File: src/rtl/fetch_sequencer.sv
// Two-byte instruction fetch sequencer: reads low then high byte through the PC
// of the address register file, presents the 16-bit instruction, and handles jumps and timeouts.
module fetch_sequencer #(
   parameter int TIMEOUT = 15
) (
   input  logic        clock,
   input  logic        reset_n,
   input  logic        start,
   input  logic        halt,
   input  logic        mem_ready,
   input  logic [7:0]  mem_data,
   input  logic        ir_ack,
   input  logic        jump,
   input  logic [7:0]  jump_addr,
   output logic        mem_rd,
   output logic [1:0]  arf_oasel,
   output logic [3:0]  arf_rsel,
   output logic [1:0]  arf_funsel,
   output logic [7:0]  arf_input,
   output logic [15:0] ir,
   output logic        ir_valid,
   output logic        busy,
   output logic        err
);

   typedef enum logic [2:0] {
      IDLE,
      REQ_LO,
      REQ_HI,
      VALID,
      ERROR
   } state_t;

   localparam logic [7:0] TIMEOUT_VAL = 8'(TIMEOUT);

   state_t     state;
   logic [7:0] wait_cnt;

   // State, instruction register and wait counter; the counter restarts whenever a byte request begins.
   always_ff @(posedge clock or negedge reset_n) begin
      if (!reset_n) begin
         state    <= IDLE;
         wait_cnt <= 8'h00;
         ir       <= 16'h0000;
      end else begin
         case (state)
            IDLE: begin
               if (start) begin
                  state    <= REQ_LO;
                  wait_cnt <= 8'h00;
               end
            end
            REQ_LO: begin
               if (mem_ready) begin
                  ir[7:0]  <= mem_data;
                  state    <= REQ_HI;
                  wait_cnt <= 8'h00;
               end else if (wait_cnt == TIMEOUT_VAL) begin
                  state <= ERROR;
               end else begin
                  wait_cnt <= wait_cnt + 8'h01;
               end
            end
            REQ_HI: begin
               if (mem_ready) begin
                  ir[15:8] <= mem_data;
                  state    <= VALID;
               end else if (wait_cnt == TIMEOUT_VAL) begin
                  state <= ERROR;
               end else begin
                  wait_cnt <= wait_cnt + 8'h01;
               end
            end
            VALID: begin
               if (ir_ack) begin
                  state    <= halt ? IDLE : REQ_LO;
                  wait_cnt <= 8'h00;
               end
            end
            ERROR: begin
               if (start) begin
                  state <= IDLE;
               end
            end
            default: state <= IDLE;
         endcase
      end
   end

   // Status and read strobes follow the state alone; the ARF write strobes fire in the
   // same cycle as the capture or jump they accompany.
   always_comb begin
      mem_rd     = 1'b0;
      arf_oasel  = 2'b00;
      arf_rsel   = 4'b0000;
      arf_funsel = 2'b00;
      arf_input  = 8'h00;
      ir_valid   = 1'b0;
      busy       = 1'b0;
      err        = 1'b0;
      case (state)
         REQ_LO, REQ_HI: begin
            mem_rd    = 1'b1;
            arf_oasel = 2'b11;
            busy      = 1'b1;
            if (mem_ready) begin
               arf_rsel   = 4'b1000;
               arf_funsel = 2'b11;
            end
         end
         VALID: begin
            ir_valid = 1'b1;
            busy     = 1'b1;
            if (ir_ack && jump) begin
               arf_rsel   = 4'b1000;
               arf_funsel = 2'b01;
               arf_input  = jump_addr;
            end
         end
         ERROR: err = 1'b1;
         default: ;
      endcase
   end

endmodule
File: config.mk
export PLATFORM = sky130hd
export DESIGN_NAME = fetch_sequencer
export DESIGN_NICKNAME = d
export VERILOG_FILES = /design/src/rtl/fetch_sequencer.sv
export SDC_FILE = /design/constraint.sdc
export NUM_CORES = 1
export LEC_CHECK = 0
export CAP_MARGIN = 25
export CELL_PAD_IN_SITES_DETAIL_PLACEMENT = 1
export CELL_PAD_IN_SITES_GLOBAL_PLACEMENT = 2
export CORE_MARGIN = 2
export CORE_UTILIZATION = 28
export CTS_CLUSTER_SIZE = 12
export DETAILED_ROUTE_END_ITERATION = 8
export HOLD_SLACK_MARGIN = 0.12
export MAX_ROUTING_LAYER = met4
export PLACE_DENSITY_LB_ADDON = 0.1
export SLEW_MARGIN = 30
export SYNTH_ARGS = -nofsm -noshare
export SYNTH_HDL_FRONTEND = slang
export SYNTH_SLANG_ARGS = --single-unit
File: constraint.sdc
create_clock -name clock -period 3.7 [get_ports clock]
set_input_delay 0.74 -clock clock [delete_from_list [all_inputs] [get_ports clock]]
set_output_delay 0.74 -clock clock [all_outputs]
set_load 0.01 [all_outputs]
==> reports/metrics.yaml <==
pwr:
  p_comb_share_pct: 55.4
  swShare_pct: 36.2
  p_leak_nw: 0.826
  power_switching_mw: 0.538
  ir_drop_v: 0.000314
  internal-power_mw: 0.947
  power_density_nw_per_um2: 706
  fin_total_pwr_mw: 1.48
  seqPwrFrac_pct: 33.5
  pwr-share-clk_pct: 11.1
routing:
  m1WireLength_um: 1650
  dr_wl_met2_um: 2110
  wl_per_cell_um: 15.7
  wl_met3_um: 180
  highest_layer: "met4"
  drtPass1Iterations: 4
  vias: 1209
  via_per_inst: 4.76
  drt_wl_total_um: 4000
  drt.antenna.violating_nets: 0
  drt-initial-drc-count: 10
  drc: 0
cts:
  h-tree-depth: 1
  cts_tree: "built"
  clock_latency_ns: 0.27
  clk_path_buf_depth: 2
  clock-sinks: 27
  cts_resized: 0
  holdBufCountCts: 0
  cts_setup_buffers: 0
  path_clk_slew_ns: 0.08
  cts_buffers: 3
  clockRootBuffer: "clkbuf_8"
run:
  drv_cap: 0
placement:
  place_inst: 250
  dpl-instance-area_um2: 2060
  portBuffers: 55
  gp_congestion: 0.787
  hpwlAfterDp_um: 3160
  dpl_worst_slack_ns: 0.514
timing:
  tns_ns: 0
  tightest_slew_ns: 0.566
  setup_viol: 0
  finalCriticalPeriod_ns: 3.17
  finalHoldViolCount: 0
  rsz0062_at_grt: "false"
  post-route-period-util_pct: 85.6
  skew_ns: 0.00759
  fmax_mhz: 316
  maxSlewViolCount: 0
  fin_ws_ns: 0.531
  relSlewSlack_pct: 62.2
synthesis:
  synth.distinct_cells: 47
  synth_area_um2: 1470
  ys.flop_type: "dfrtp_1"
  synth_top_area_share_pct: 46.1
  yosys_warnings: 0
  synth-seq-cells: 27
  seq_area_frac_synth_pct: 46.1
  netlist_top_cells_area: "dfrtp_1 46%, mux2_1 6.1%, mux2_2 6.1%, and2_1 3.4%, buf_4 3.1%"
  synth_edf_count: 0
  synth_top_area_cell: "dfrtp_1"
  synth-async-reset-ratio_pct: 100
  synth_most_common_cell: "dfrtp_1"
  syn_avg_cell_area_um2: 11.2
  synthTopCellsByCount: "27 x dfrtp_1, 8 x a21oi_1, 8 x and2_1, 8 x mux2_1, 8 x mux2_2"
  syn_inst: 131
worst_setup_path:
  end_kind: "output port"
  critPathKind: "input port to output port"
  critPathArrivalTime_ns: 2.43
  path_max_fanout: 5
  worst_ep_required_time_ns: 2.96
  startpoint_type: "input port"
hold_path:
  hp-class: "register to register"
final_layout:
  layout.area.seq_um2: 676
  final_cells: 254
  multi_input_comb_area_um2: 696
  n_fill_cell: 590
  fin_nets: 209
  fin_area_um2: 2100
  area_delta_synth_final_pct: 43.6
  drive_gt1_share_pct: 13.0
  diodes: 0
die:
  die_h_um: 76.3
  core-area_um2: 5070
  start_util_pct: 28.9
  die_w_um: 76.3
  rows: 26
  io_pins: 59
  dieArea_um2: 5830
run_status:
  status: "finished, final reports clean"
global_routing:
  antenna_found_initial: 0
  grt_overflow: 0
  grt_start_max_net_pins: 28
  grtUsageTotal_pct: 14.9
  grt_pass1_wl_um: 6740
  grt_pass1_vias: 1317
==> power by group through the flow <==
stage	clock network (mW)	registers [mW]	logic, mW
detailed placement	0	0.504	0.837
floorplan	0	0.508	0.433
CTS	0.174	0.499	0.840
global placement	0	0.494	0.822
global route	0.186	0.516	0.895
finish	0.165	0.497	0.822
==> cells in the final DEF (no fill, tap or decap), drive strengths merged, types with 2 or more instances in the layout <==
cell type / n
a21oi: 9
a311oi: 2
a31oi: 2
and2: 8
buf: 3
clkbuf: 4
clkdlybuf4s50: 55
conb: 3
dfrtp: 27
inv: 7
mux2: 16
nand2: 7
nand2b: 3
nand3: 4
nor2: 3
nor3: 3
o211ai: 2
o22ai: 3
or2: 3
==> routing by layer <==
metal,track usage (%),vias up
li1,-,568
met1,17.4,599
met2,25.7,38
met3,2.49,4
met4,5.64,0
met5,-,-
==> critical path: stages <==
cell and delay, ns:
clkdlybuf4s50_1 0.50, inv_2 0.17, nor3_4 0.06, or2_1 0.26, or2_1 0.22, clkdlybuf4s50_1 0.48
==> through the flow <==
stage / hold WS, ns / utilization [%]
6_report: 0.496 / 41.4
3_3_place_gp: 0.470 / 40.6
5_1_grt: 0.518 / 41.4
4_1_cts: 0.500 / 41.4
2_1_floorplan: 0.444 / -
3_5_place_dp: 0.479 / 40.6
==> worst paths after layout <==
check,startpoint,to,slack (ns),depth (start not counted)
min in group asynchronous,reset_n,ir[5]$_DFFE_PN0P_,0.85,2
worst min register to register,ir[15]$_DFFE_PN0P_,ir[15]$_DFFE_PN0P_,0.50,1
worst max register to register,wait_cnt[0]$_DFFE_PN0P_,state[0]$_DFFE_PN0P_,1.76,5
max in group asynchronous,reset_n,ir[6]$_DFFE_PN0P_,2.58,2
worst max-delay path,mem_ready,arf_funsel[0],0.53,6
worst min-delay path,ir[15]$_DFFE_PN0P_,ir[15]$_DFFE_PN0P_,0.50,1
==> layout make-up <==
class,count,area share (%)
clock buffer,4,2.14
inverter,7,1.25
multi-input combinational,88,33.1
sequential,27,32.1
tap,70,4.16
timing repair buffer,58,27.2
==> cell families after synthesis <==
| kind of cell | after synthesis | share of synthesized area, % |
|---|---|---|
| muxes | 17 | 13.0 |
| buffers and inverters | 18 | 6.92 |
| AOI/OAI and AO/OA | 27 | 15.4 |
| and+or+nand+nor | 40 | 17.5 |
| other | 1 | 0.256 |
| adders and majority gates | 1 | 0.854 |
| DFF | 27 | 46.1 |
==> flip-flops by register name, indices dropped and copies added, names as in the netlist <==
signal,cells
state,3
wait_cnt,8
ir,16
(Power assumes the default switching activity.)
